===== src/rtl/seg_display_scheduler.sv =====
// seg_display_scheduler: scan timing and round-robin display arbitration for a
// 4-digit multiplexed seven-segment display shared by two requesters.
// The prescaler drives the digit scan. Ownership changes only on frame
// boundaries, and each owner keeps the display for a minimum number of frames.
// The shadow register freezes the owner's value for a whole frame.
module seg_display_scheduler #(
    parameter int DIV_W       = 15,
    parameter int HOLD_FRAMES = 4
) (
    input  logic        clk,
    input  logic        clr,
    input  logic        req_a,
    input  logic [15:0] val_a,
    input  logic        req_b,
    input  logic [15:0] val_b,
    input  logic        lz_en,
    output logic        gnt_a,
    output logic        gnt_b,
    output logic [3:0]  digit,
    output logic [3:0]  anode_sig,
    output logic        frame_tick
);

    // hold_cnt only needs to reach HOLD_FRAMES-1; keep at least one bit
    localparam int HOLD_W = (HOLD_FRAMES > 1) ? $clog2(HOLD_FRAMES) : 1;
    localparam logic [HOLD_W-1:0] HOLD_MAX = HOLD_W'(HOLD_FRAMES - 1);

    typedef enum logic [1:0] {
        IDLE  = 2'd0,
        OWN_A = 2'd1,
        OWN_B = 2'd2
    } state_t;

    logic [DIV_W-1:0]  presc_q, presc_d;
    logic [1:0]        idx_q, idx_d;
    state_t            state_q, state_d;
    logic [HOLD_W-1:0] hold_q, hold_d;
    logic              last_q, last_d;      // 1: B was granted most recently
    logic [15:0]       shadow_q, shadow_d;
    logic              gnt_a_q, gnt_a_d;
    logic              gnt_b_q, gnt_b_d;
    logic [3:0]        anode_q, anode_d;
    logic [3:0]        digit_q, digit_d;
    logic              frame_tick_q, frame_tick_d;

    logic       tick;
    logic       boundary;
    logic [3:0] hi_zero;                    // nibbles i..3 of the next shadow are all zero

    assign tick     = &presc_q;
    assign boundary = tick && (idx_q == 2'd3);

    // Digit 0 is never blanked, so a value of zero still shows a single "0"
    for (genvar gi = 0; gi < 4; gi++) begin : g_hi_zero
        if (gi == 0) begin : g_d0
            assign hi_zero[gi] = 1'b0;
        end else begin : g_dn
            assign hi_zero[gi] = ~|shadow_d[15:4*gi];
        end
    end

    // Scan timing, ownership arbitration and shadow capture at frame boundaries
    always_comb begin
        presc_d      = presc_q + 1'b1;
        idx_d        = idx_q;
        state_d      = state_q;
        hold_d       = hold_q;
        last_d       = last_q;
        shadow_d     = shadow_q;
        frame_tick_d = boundary;

        if (tick) begin
            idx_d = idx_q + 2'd1;
        end

        if (boundary) begin
            case (state_q)
                IDLE: begin
                    hold_d = '0;
                    if (req_a && req_b) begin
                        state_d = last_q ? OWN_A : OWN_B;
                    end else if (req_a) begin
                        state_d = OWN_A;
                    end else if (req_b) begin
                        state_d = OWN_B;
                    end
                end
                OWN_A: begin
                    if (hold_q < HOLD_MAX) begin
                        hold_d = hold_q + 1'b1;
                    end else if (req_b) begin
                        state_d = OWN_B;
                        hold_d  = '0;
                    end else if (!req_a) begin
                        state_d = IDLE;
                        hold_d  = '0;
                    end
                end
                OWN_B: begin
                    if (hold_q < HOLD_MAX) begin
                        hold_d = hold_q + 1'b1;
                    end else if (req_a) begin
                        state_d = OWN_A;
                        hold_d  = '0;
                    end else if (!req_b) begin
                        state_d = IDLE;
                        hold_d  = '0;
                    end
                end
                default: begin
                    state_d = IDLE;
                    hold_d  = '0;
                end
            endcase

            // A grant is any entry into an owner state from a different state
            if ((state_d != state_q) && (state_d != IDLE)) begin
                last_d = (state_d == OWN_B);
            end

            // Capture the value of the owner being entered or retained
            if (state_d == OWN_A) begin
                shadow_d = val_a;
            end else if (state_d == OWN_B) begin
                shadow_d = val_b;
            end
        end

        gnt_a_d = (state_d == OWN_A);
        gnt_b_d = (state_d == OWN_B);
    end

    // Anode and digit for the digit being scanned next, updated on each tick
    always_comb begin
        anode_d = anode_q;
        digit_d = digit_q;
        if (tick) begin
            if (state_d == IDLE) begin
                anode_d = 4'b1111;
                digit_d = 4'h0;
            end else begin
                digit_d = shadow_d[{idx_d, 2'b00} +: 4];
                if (lz_en && hi_zero[idx_d]) begin
                    anode_d = 4'b1111;
                end else begin
                    anode_d = ~(4'b0001 << idx_d);
                end
            end
        end
    end

    // All state and outputs; clr low forces reset values at once
    always_ff @(posedge clk or negedge clr) begin
        if (!clr) begin
            presc_q      <= '0;
            idx_q        <= 2'd0;
            state_q      <= IDLE;
            hold_q       <= '0;
            last_q       <= 1'b1;
            shadow_q     <= 16'h0000;
            gnt_a_q      <= 1'b0;
            gnt_b_q      <= 1'b0;
            anode_q      <= 4'b1111;
            digit_q      <= 4'h0;
            frame_tick_q <= 1'b0;
        end else begin
            presc_q      <= presc_d;
            idx_q        <= idx_d;
            state_q      <= state_d;
            hold_q       <= hold_d;
            last_q       <= last_d;
            shadow_q     <= shadow_d;
            gnt_a_q      <= gnt_a_d;
            gnt_b_q      <= gnt_b_d;
            anode_q      <= anode_d;
            digit_q      <= digit_d;
            frame_tick_q <= frame_tick_d;
        end
    end

    assign gnt_a      = gnt_a_q;
    assign gnt_b      = gnt_b_q;
    assign anode_sig  = anode_q;
    assign digit      = digit_q;
    assign frame_tick = frame_tick_q;

endmodule

===== config.mk =====
export PLATFORM = sky130hd
export DESIGN_NAME = seg_display_scheduler
export DESIGN_NICKNAME = d
export VERILOG_FILES = /design/src/rtl/seg_display_scheduler.sv
export SDC_FILE = /design/constraint.sdc
export NUM_CORES = 1
export LEC_CHECK = 0
export CAP_MARGIN = 20
export CORE_MARGIN = 5
export CORE_UTILIZATION = 35
export CTS_CLUSTER_DIAMETER = 60
export DETAILED_ROUTE_END_ITERATION = 6
export SETUP_SLACK_MARGIN = 0.15
export SLEW_MARGIN = 0
export SYNTH_ARGS = -nofsm -noshare
export SYNTH_HDL_FRONTEND = slang
export SYNTH_SLANG_ARGS = --single-unit

===== constraint.sdc =====
create_clock -name clk -period 2.95 [get_ports clk]
set_clock_uncertainty 0.05 [all_clocks]
set_input_delay 0.885 -clock clk [delete_from_list [all_inputs] [get_ports clk]]
set_output_delay 0.885 -clock clk [all_outputs]
set_load 0.01 [all_outputs]

Word level (Yosys, flattened, before mapping)

Index checks and enable logic that the tools add are counted.

Word-level logic and storage cells: 74
Output and inout port bits: 11
Register bits: 49
Input port bits: 37

Eq/ne operators: 10
Add/subtract/negate cells: 3
Shift-type cells: 2
Bitwise logic cells: 1
Mux-type cells: 29
Magnitude comparators: 2
Reductions and logical operators: 16

Operator list:

| operator                                                                     | count |
|---|---|
| 16-bit two-way mux                                                           | 3 |
| 2-bit two-way mux                                                            | 19 |
| 16-bit by 5-bit indexed part select with 4-bit output                        | 1 |
| 15-bit by 1-bit adder with 15-bit output, second input constant              | 1 |
| 15-bit AND reduction                                                         | 1 |
| 4-bit two-way mux                                                            | 3 |
| 12-bit OR reduction                                                          | 1 |
| 2-bit == test, second input constant                                         | 4 |
| 4-bit != test, second input constant                                         | 2 |
| 8-bit OR reduction                                                           | 1 |
| 2-bit by 1-bit == test with 1-bit output, second input constant              | 3 |
| 2-bit case mux with 3 select lines                                           | 1 |
| 2-bit by 1-bit adder with 2-bit output, second input constant                | 2 |
| 1-bit logical AND                                                            | 4 |
| 2-bit zero test                                                              | 2 |
| 4-bit inverter                                                               | 1 |
| 2-bit case mux with 2 select lines                                           | 1 |
| 4-bit OR reduction                                                           | 1 |
| 1-bit by 2-bit << shifter with 4-bit output, first input constant            | 1 |
| 1-bit zero test                                                              | 3 |
| 2-bit by 3-bit less-than comparator with 1-bit output, second input constant | 1 |
| 3-bit AND reduction                                                          | 1 |
| 1-bit binary-select mux with 2-bit select                                    | 1 |
| 2-bit less-than comparator, second input constant                            | 1 |
| 4 further kinds                                                              | 4 |

Depth between registers and ports, before layout

Depth after elaboration: 16
Mapped depth: 12
Mapped depth without buffers: 11

Worst setup path before layout

OpenSTA, ideal clock, no wires.

Path type: input to register
From: input port req_a
To: register digit_q[0] (netlist: digit[0])
Setup time: 0.067 ns
Setup slack: 0.267 ns
Data arrival time: 2.566 ns
Stages: 10
Data required time: 2.833 ns
Buffers on the path: 2
Cell sequence: and3b_1 o21ai_1 and3_1 buf_2 buf_1 nor3_1 o21ai_0 nand2_1 o211ai_1 a32o_1

Longest elaborated chain between the ends: 11
Elaborated cells between the ends (all ways): 19
Those cells by class: eq/ne: 2; shift: 1; mux: 14; reduce/logical: 2

Ends and longest elaborated chain:

| item                                                  | RTL line | source |
|---|---|---|
| start: declaration                                    | 12       | `input logic req_a,` |
| 2-bit two-way mux                                     | 94       | `end else if (!req_a) begin` |
| 2-bit two-way mux                                     | 91       | `end else if (req_b) begin` |
| 2-bit two-way mux                                     | 89       | `if (hold_q < HOLD_MAX) begin` |
| 2-bit case mux with 3 select lines (*)                | 77       | `case (state_q)` |
| 2-bit two-way mux (*)                                 | 76       | `if (boundary) begin` |
| 2-bit == test                                         | 124      | `end else if (state_d == OWN_B) begin` |
| 16-bit two-way mux                                    | 124      |  |
| 16-bit two-way mux                                    | 122      | `if (state_d == OWN_A) begin` |
| 16-bit two-way mux                                    | 76       |  |
| 16-bit by 5-bit indexed part select with 4-bit output | 142      | `digit_d = shadow_d[{idx_d, 2'b00} +: 4];` |
| 4-bit two-way mux (*)                                 | 138      | `if (state_d == IDLE) begin` |
| end signal: assignment                                | 176      | `digit_q <= digit_d;` |
| end: declaration                                      | 43       | `logic [3:0] digit_q, digit_d;` |

Mark *: on every way between the ends. The rest lies on a longest branch, timed or not. The select of a mux whose other input is x is not followed.
A chain may end at the register's enable or synchronous reset.

Worst setup path in the final report

From: register state_q[0]
To: register digit_q[3] (netlist: digit[3])

Longest elaborated chain between the ends: 11
Elaborated cells between the ends (all ways): 23
Those cells by class: eq/ne: 4; shift: 1; mux: 16; reduce/logical: 2

Ends and longest elaborated chain:

| item                                                  | RTL line    | source |
|---|---|---|
| start: declaration                                    | 36          | `state_t state_q, state_d;` |
| start signal: assignment                              | 169         | `state_q <= state_d;` |
| 2-bit two-way mux, on equally long branches           | 105, 84, 94 |  |
| 2-bit two-way mux, on equally long branches           | 102, 82, 91 |  |
| 2-bit two-way mux, on equally long branches           | 100, 80, 89 |  |
| 2-bit case mux with 3 select lines                    | 77          |  |
| 2-bit two-way mux                                     | 76          |  |
| 2-bit == test                                         | 124         |  |
| 16-bit two-way mux                                    | 124         |  |
| 16-bit two-way mux                                    | 122         |  |
| 16-bit two-way mux                                    | 76          |  |
| 16-bit by 5-bit indexed part select with 4-bit output | 142         |  |
| 4-bit two-way mux (*)                                 | 138         |  |

Marks and branches as above.

==> reports/results.ini <==
[run_status]
status = finished clean

[route]
drt-total-wl_mm = 7.93
drt_pass1_iterations = 4
drc_errors = 0
wl_per_cell_um = 16.0
drt_iter0_drc = 145
ant_nets = 0
num_vias = 2601
viasPerCell = 5.24

[setup_path]
cp-end-kind = flop
r2r-start = state_q[0]$_DFF_PN0_
arrival_ps = 2920
startpoint_type = flop
path_class = flop to flop
reg2reg_depth = 12
endpoint = digit[3]$_DFFE_PN0P_
required_ps = 3140
rrSetupSlack_ps = 220
crit_start = state_q[0]$_DFF_PN0_
path_max_fanout = 4
r2r_end = digit[3]$_DFFE_PN0P_

[logic_synthesis]
synth_cell_types = 60
yosysWarnings = 0
yosys_register_bits = 49
syn-cell-area_um2 = 2760
synth_nets = 330
synth-edff-count = 0
synth_ff_type = dfrtp_1
syn_avg_cell_area_um2 = 9.63
syn_inst = 286
ys_seq_area_share_pct = 44.7
async_reset_ff_share_pct = 100

[placed_design]
numPortBuffers = 47
place_inst = 476
dp_slack_ps = -683
place_congestion = 0.847
dp_hpwl_mm = 5.83

[clock_tree]
cts_hold_buffers = 0
clock_path_buffers = 2
clockRootBuffer = clkbuf_8
clock_sinks = 49
cts_buffers = 5
cts_tree = built
cts_htree_levels = 2
clkSlewWorstSetupHoldPaths_ps = 90
clk_latency_ps = 310

[timing]
holdWs_ps = 421
finalCritPeriodShare_pct = 92.4
fmax_ghz = 0.367
rsz0062_at_grt = true
drv_slew = 0
fin_ws_ps = 224
min_period_ps = 2730
worstMarginPinSlew_ps = 640
finalHoldViolations = 0
relSlewSlack_pct = 57.3
setup-violations-final = 0

[power]
power_density_nw_per_um2 = 286
leakagePower_nw = 1.72
max-vdd-ir-drop_mv = 0.199

[layout]
drive_above_1_share_pct = 29.4
nFillCells = 726
final_core_util_pct = 52.6
area_delta_synth_final_pct = 46.8
stdcell_count = 496
nets = 437
diodes = 0
regArea_um2 = 1230
multi_input_area_um2 = 1580

[floorplanning]
ios = 48
die_w_um = 98.7
start_util_pct = 35.8
die_y_um = 98.7
dieArea_um2 = 9750
row_count = 32
placeableCoreArea_um2 = 7690

[grt]
antenna_found_initial = 0
grt_pass1_wl_mm = 12.6
grt_usage_pct = 16.0
overflow = 0
grt_pass1_vias = 2611
grt_max_degree = 50

[worst_hold_path]
hp-class = flop to flop

[job]
drv_cap = 0

## flip-flops by register name, indices dropped and copies added (netlist names)
signal / cells
shadow_q: 16
gnt_b: 1
idx_q: 2
hold_q: 2
gnt_a: 1
state_q: 2
last_q: 1
anode_sig: 4
digit: 4
presc_q: 15
frame_tick: 1
## critical path, stage by stage, from the launching register on
cell and delay (ps):
dfrtp_2 440, buf_4 140, buf_6 120, ha_4 150
nand4b_1 210, buf_4 180, a311oi_2 210, buf_4 160
a22oi_1 50, o221a_1 230, buf_4 140, mux4_2 470
o21ai_2 120
## cells in the mapped netlist, types with 2 or more instances
cell type / n / area [um^2]
dfrtp_1: 44 / 1100
nand2_1: 21 / 78.8
nor3_1: 19 / 95.1
o21ai_0: 18 / 90.1
inv_1: 16 / 60.1
nand3_1: 15 / 75.1
nor2_1: 15 / 56.3
xnor2_1: 9 / 78.8
ha_1: 7 / 87.6
o211ai_1: 7 / 52.6
nand4_1: 6 / 37.5
o21a_1: 6 / 45.0
o221ai_1: 6 / 52.6
and2_1: 5 / 31.3
clkbuf_1: 5 / 18.8
dfstp_2: 5 / 131
o21bai_1: 5 / 37.5
xor2_1: 5 / 43.8
a21oi_1: 4 / 20.0
a22oi_1: 4 / 30.0
a31oi_1: 4 / 25.0
o21ai_1: 4 / 20.0
o22a_1: 4 / 35.0
o22ai_1: 4 / 25.0
a32o_1: 3 / 30.0
and3_1: 3 / 18.8
buf_2: 3 / 15.0
a221oi_2: 2 / 30.0
and3b_1: 2 / 17.5
nand4b_1: 2 / 17.5
nor4_1: 2 / 12.5
o2bb2ai_1: 2 / 17.5
o31a_1: 2 / 17.5
## report_power, final
part	internal, mW	switching, mW	total, mW
sequential	0.671	0	0.671
clock	0.169	0.244	0.413
combinational	0.0451	0.0271	0.0722
## cell usage in the layout, fill, tap and decap left out, types with 5 or more instances in the layout
cell / Yosys / routed
o221ai_1: 6 / 5
nand2_1: 21 / 20
nand3_1: 15 / 15
inv_1: 16 / 14
nor3_1: 19 / 18
xor2_1: 5 / 5
nor2_1: 15 / 15
xnor2_1: 9 / 9
o21ai_1: 4 / 6
dfrtp_1: 44 / 42
o21ai_0: 18 / 14
and2_1: 5 / 5
o21a_1: 6 / 5
o211ai_1: 7 / 7
buf_4: 1 / 62
dfstp_2: 5 / 5
clkbuf_8: 0 / 5
nand4_1: 6 / 6
clkdlybuf4s50_1: 0 / 44
## what timing repair did
item | CTS | global route
endpoints found under the setup margin | 23 | 7
resized for setup | 23 | 28
pin swaps | 7 | 18
setup buffers | 2 | 10
## cell families (layout without fill, tap and decap cells)
| family | count (synthesis) | count (layout) | synth area share, % |
|---|---|---|---|
| xor gates and xnor gates | 15 | 15 | 5.04 |
| AOI/OAI and AO/OA | 83 | 83 | 21.8 |
| muxes | 2 | 2 | 1.18 |
| buffers and inverters | 28 | 136 | 4.36 |
| adders and majority gates | 7 | 7 | 3.18 |
| DFF | 49 | 49 | 44.7 |
| and+or+nand+nor | 102 | 102 | 19.7 |
## through the flow
step                TNS, ps  cell area (um^2)  power, mW
finish                    0              4040       1.16
global route              0              4040       1.21
CTS                       0              3850       1.17
detailed placement    -9840              3680      0.757
global placement      -8190              3680      0.758
floorplan                 0              2760      0.689
## how the worst min path moves through the flow
| stage | from | to | slack (ps) | cells after the start |
|---|---|---|---|---|
| after floorplan | shadow_q[3]$_DFF_PN0_ | shadow_q[3]$_DFF_PN0_ | 380 | 2 |
| after global placement | shadow_q[3]$_DFF_PN0_ | shadow_q[3]$_DFF_PN0_ | 400 | 2 |
| after detailed placement | shadow_q[3]$_DFF_PN0_ | shadow_q[3]$_DFF_PN0_ | 410 | 2 |
| after CTS | presc_q[13]$_DFF_PN0_ | presc_q[13]$_DFF_PN0_ | 420 | 1 |
| after global routing | presc_q[13]$_DFF_PN0_ | presc_q[13]$_DFF_PN0_ | 450 | 1 |
| final | presc_q[13]$_DFF_PN0_ | presc_q[13]$_DFF_PN0_ | 420 | 1 |
## cell type report
cell class | instances | area share (%)
clock buffers | 5 | 1.70
clock inverters | 3 | 0.526
inverters | 17 | 1.64
multi-input cells | 209 | 39.1
flip-flops and latches | 49 | 30.5
well taps | 102 | 3.16
repair buffers | 111 | 23.3
## metal layers
layer  GRT usage [%]  wire length, um  vias up
met3            3.33              379        8
met2            26.7             3950       55
met4            3.89               73        0
met5               0                0        -
met1            21.4             3520     1266
li1                -                -     1272
Note: power is estimated with default switching activity, not from simulation.
==> patch 1 (config.mk and constraints unchanged) <==
Set the parameter `HOLD_FRAMES` to 8 (it was 4).
--- a/src/rtl/seg_display_scheduler.sv
+++ b/src/rtl/seg_display_scheduler.sv
@@ -7,3 +7,3 @@
     parameter int DIV_W       = 15,
-    parameter int HOLD_FRAMES = 4
+    parameter int HOLD_FRAMES = 8
 ) (
Function: no difference found for any inputs over 10 cycles, from zero or initial values; that may be too few to reach the edited logic, so the function may still have changed.
==> patch 1 against the original RTL <==
- total power is 7.7% higher
- critical endpoint is now anode_sig[2]
- non-clock buffer count up 12
- combinational power up 24%
- worst setup slack worse by 120 ps
- sequential cell count increased by 1
- routed wire length is 8.9% higher
- synthesized area increased by 3.2%
- cell area grew 11%
- final cell count is 4.6% higher
==> patch 1: results (changes against the original RTL) <==
* Status: finished clean
* Distinct cells, synth at 52 (-13%)
* PortBufs at 47 (unchanged)
* Total Power at 1.25 mW (+7.7%)
* Critical-path top delay cell: or4_4
* Synth area leaders: dfrtp_1 (40%), dfstp_2 (4.6%), a21oi_1 (4.2%)
* Share of layout cells above drive strength 1 at 0.365 (+0.0701)
* Slowest stage delay, CP at 440 ps (-30 ps)
* Post-Place Cell Area at 3910 um2 (+6.2%)
* Final non-filler cell total at 519 (+4.6%)
* Fillers at 670 (-7.7%)
* Sw Share at 0.201 (-0.0333)
* Vias at 2750 (+5.7%)
* Met1 Routed Length at 4.00 mm (+14%)
* Met2 Track Usage GR at 0.270 (+0.00336)
* Xor/xnor share of the synthesized area at 0.0401 (-0.0104)
* DR iter-0 viols at 119 (-18%)
* Post-Synthesis Cells at 296 (+3.5%)
* Routed length on met3 at 295 um (-22%)
* DP HPWL at 6.32 mm (+8.4%)
* CP top delay family: simple AND/OR/NAND/NOR gates
* Worst Tran Pin Value at 895 ps (+255 ps)
* Place WS at -754 ps (-70.7 ps)
* Global placer's final weighted congestion at 0.914 (+7.8%)
* Worst EP arrival at 3020 ps (+100 ps)
* Clk. pwr at 469 uW (+14%)
* Wire length per cell at 16.6 um (+4.1%)
* CP max FO at 4 (unchanged)
* Worst VDD drop at 0.178 mV (-11%)
* Total track usage at 0.170 (+0.0101)
* Syn_nets at 340 (+3.0%)
* Layout Nets at 460 (+5.3%)
* M3 GR Usage at 0.0257 (-0.00755)
* Top cell types by occurrence after synthesis: dfrtp_1 (45), nand2_1 (27), a21oi_1 (24)
* Mux contribution to synthesized area at 0.0180 (+0.00624)
* Compound-cell area share of the yosys netlist at 0.206 (-0.0124)
* Sequential share of the synthesized area at 0.442 (-0.00498)
* Metal2 WL at 4.19 mm (+6.0%)
* Post-Synth Adder-Cell Area at 0.0308 (-0.000979)
* Post-cts sizing count at 43 (+87%)
* Global-route wire length before repair at 13.8 mm (+9.4%)
==> patch 1: changes by cell type after synthesis, sizes merged, moves of 6 or more <==
cell | unedited run | this run
nor3 | 20 | 10
o21ai | 22 | 15
nor2b | 1 | 13
a21oi | 4 | 24
nand2 | 21 | 27
nand3 | 16 | 10
==> patch 1: final timing paths <==
kind,from,to,slack (ps),cells after the start
max in group asynchronous,clr,shadow_q[8],1530,2
hold / removal,digit[1],digit[1],450,2
hold reg to reg,digit[1],digit[1],450,2
setup reg to reg,presc_q[1],anode_sig[2],100,10
setup / recovery,presc_q[1],anode_sig[2],100,10
min in group asynchronous,clr,digit[2],650,1
==> patch 1: layout make-up <==
class,instances,area [um2],share of cell area
Multi-Input combinational cell,223,1860,0.413
Sequential cell,50,1260,0.279
Inverter,13,48.8,0.0108
Timing Repair Buffer,123,1100,0.245
Tap cell,102,128,0.0283
Clock buffer,7,76.3,0.0169
Clock inverter,1,30.0,0.00667
==> patch 2 (config.mk and constraints unchanged) <==
Without the edit above. Put one more register stage on the output `anode_sig`, with the module's reset. The value now appears one clock later. The other outputs are not delayed to match.
--- a/src/rtl/seg_display_scheduler.sv
+++ b/src/rtl/seg_display_scheduler.sv
@@ -182,3 +182,9 @@
     assign gnt_b      = gnt_b_q;
-    assign anode_sig  = anode_q;
+    always_ff @(posedge clk or negedge clr) begin
+        if (!clr) begin
+            anode_sig <= '0;
+        end else begin
+            anode_sig <= anode_q;
+        end
+    end
     assign digit      = digit_q;
Function: changed (Yosys sat finds a counterexample within 4 cycles, from zero or initial values).
==> patch 2 against the original RTL <==
- critical path depth shrank 1
- core utilization grew 0.81 points
- total power grew 8.7%
- worst hold slack lost 63 ps
- cell area grew 1.5%
- sequential power grew 8.6%
- register-to-register slack lost 140 ps
- global-route usage shrank 0.33 points
- sequential cell count grew 4
- synthesized area grew 0.18%
- maximum frequency shrank 6.5%
- worst setup slack lost 190 ps
- routed wire length shrank 4.7%
- critical path type is now primary input to flip-flop
- critical endpoint is now anode_q[2]
==> patch 2: results (changes against the original RTL) <==
* Status: finished clean
* DP HPWL at 5.55 mm (-4.8%)
* Largest net degree at the start of global routing at 54 (+8.0%)
* Bufs on Longest Clock Path at 2 (unchanged)
* Inst Count DP at 447 (-6.1%)
* Clock root buffer: clkbuf_8
* Leak Pwr at 1.75 nW (+2.1%)
* Register share of total power at 0.580 (about the same)
* Critical-path top delay cell: or4b_4
* Global placer's final weighted congestion at 0.852 (+0.60%)
* Post-cts sizing count at 44 (+91%)
* PortBufs at 47 (unchanged)
* Antenna violations before repair at 0 (unchanged)
* Top cell types by occurrence after synthesis: dfrtp_1 (48), a22oi_1 (18), o21ai_0 (16), nor2_1 (15), nand3_1 (12)
* Regs by FF count: shadow_q (16), presc_q (15)
* Hold Path Class: flip-flop to flip-flop
* DRT Pass-1 Iters at 4 (unchanged)
* Worst R2R Start: state_q[1]
* Worst hold start: anode_q[1]
* Total track usage at 0.157 (-0.00334)
* NetSw at 284 uW (+4.6%)
* Antenna Cells at 0 (unchanged)
* Sequential share of the synthesized area at 0.483 (+0.0355)
* Vias in the first global route at 2448 (-6.2%)
* Num CTS Buffers at 5 (unchanged)
* Wire length per cell at 16.1 um (+0.78%)
* Clk slew on worst S/H paths at 110 ps (+20 ps)
* Final non-filler cell total at 469 (-5.4%)
* Place WS at -772 ps (-88.7 ps)
* Rel. slew slack at 0.554 (-0.0194)
* Clock Latency Late Sink at 310 ps (about the same)
* Layout Nets at 410 (-6.2%)
* Distinct cells, synth at 54 (-10%)
* EDFF count, synth at 0 (unchanged)
* Synth area leaders: dfrtp_1 (44%), a22oi_1 (4.9%), dfstp_2 (4.8%)
* Worst VDD drop at 0.257 mV (+29%)
* CP top delay family: simple AND/OR/NAND/NOR gates
* Syn. warnings at 0 (unchanged)
* CTS H-tree depth at 2 (unchanged)
* Syn_area_per_cell at 10.3 um2 (+6.5%)
* Share of layout cells above drive strength 1 at 0.343 (+0.0489)
* Comb group at 80.7 uW (+12%)
* # Post-CTS Setup Buffers at 10 (+8)
* Slowest stage delay, CP at 490 ps (+20 ps)
* Crit path from: req_a
* Global-route wire length before repair at 12.4 mm (-2.0%)
* Asr flop ratio synth at 1.00 (unchanged)
* Via density at 5.16 (-1.6%)
* Fillers at 703 (-3.2%)
* DR iter-0 viols at 73 (-50%)
* Syn_nets at 313 (-5.2%)
* Dominant synthesized flop cell: dfrtp_1
* CP max FO at 7 (+3)
[patch 2: changes by cell type after synthesis, moves of 6 or more]
| cell | before | now |
|---|---|---|
| inv_1 | 16 | 9 |
| o221ai_1 | 6 | 0 |
| nand2_1 | 21 | 11 |
| a22oi_1 | 4 | 18 |
| nor2b_1 | 1 | 9 |
| nor3_1 | 19 | 9 |
[patch 2: cell families after synthesis]
family | synth area share
and+or+nand+nor | 0.197
AOI/OAI and AO/OA | 0.189
DFF | 0.483
buffers and inverters | 0.0295
xor gates and xnor gates | 0.0476
adders and majority gates | 0.0317
muxes | 0.0222
[patch 2: routing by layer]
metal,wire (um),share of wire,track usage
met1,3570,0.47,0.219
met2,3610,0.48,0.248
met4,86,0.011,0.0452
met3,284,0.038,0.0304
met5,0,0,0
[patch 2: area by class of cell]
type                            instances  area, um2  area share
Multi-Input combinational cell        198       1610       0.391
Sequential cell                        53       1330       0.324
Timing Repair Buffer                   98        902       0.220
Tap cell                              102        128      0.0311
Clock buffer                            6       82.6      0.0201
Inverter                               10       37.5     0.00914
Clock inverter                          2       17.5     0.00427
[patch 2: per-stage QoR]
stage / total power [mW] / area (um2) / TNS (ps)
after floorplan: 0.748 / 2860 / -99.2
after detailed placement: 0.818 / 3650 / -8420
after CTS: 1.27 / 3970 / 0
final: 1.26 / 4110 / 0
after global placement: 0.819 / 3650 / -7090
after global routing: 1.31 / 4110 / -54.1
[patch 2: path summary, 6_finish.rpt]
| path | end | slack (ps) | depth (start not counted) |
|---|---|---|---|
| max in group asynchronous | frame_tick | 1770 | 2 |
| min in group asynchronous | digit[2] | 630 | 2 |
| worst max-delay path | anode_q[2] | 30 | 11 |
| worst max register to register | anode_q[2] | 80 | 13 |
| worst min-delay path | anode_sig[1] | 360 | 0 |
| worst min register to register | anode_sig[1] | 360 | 0 |
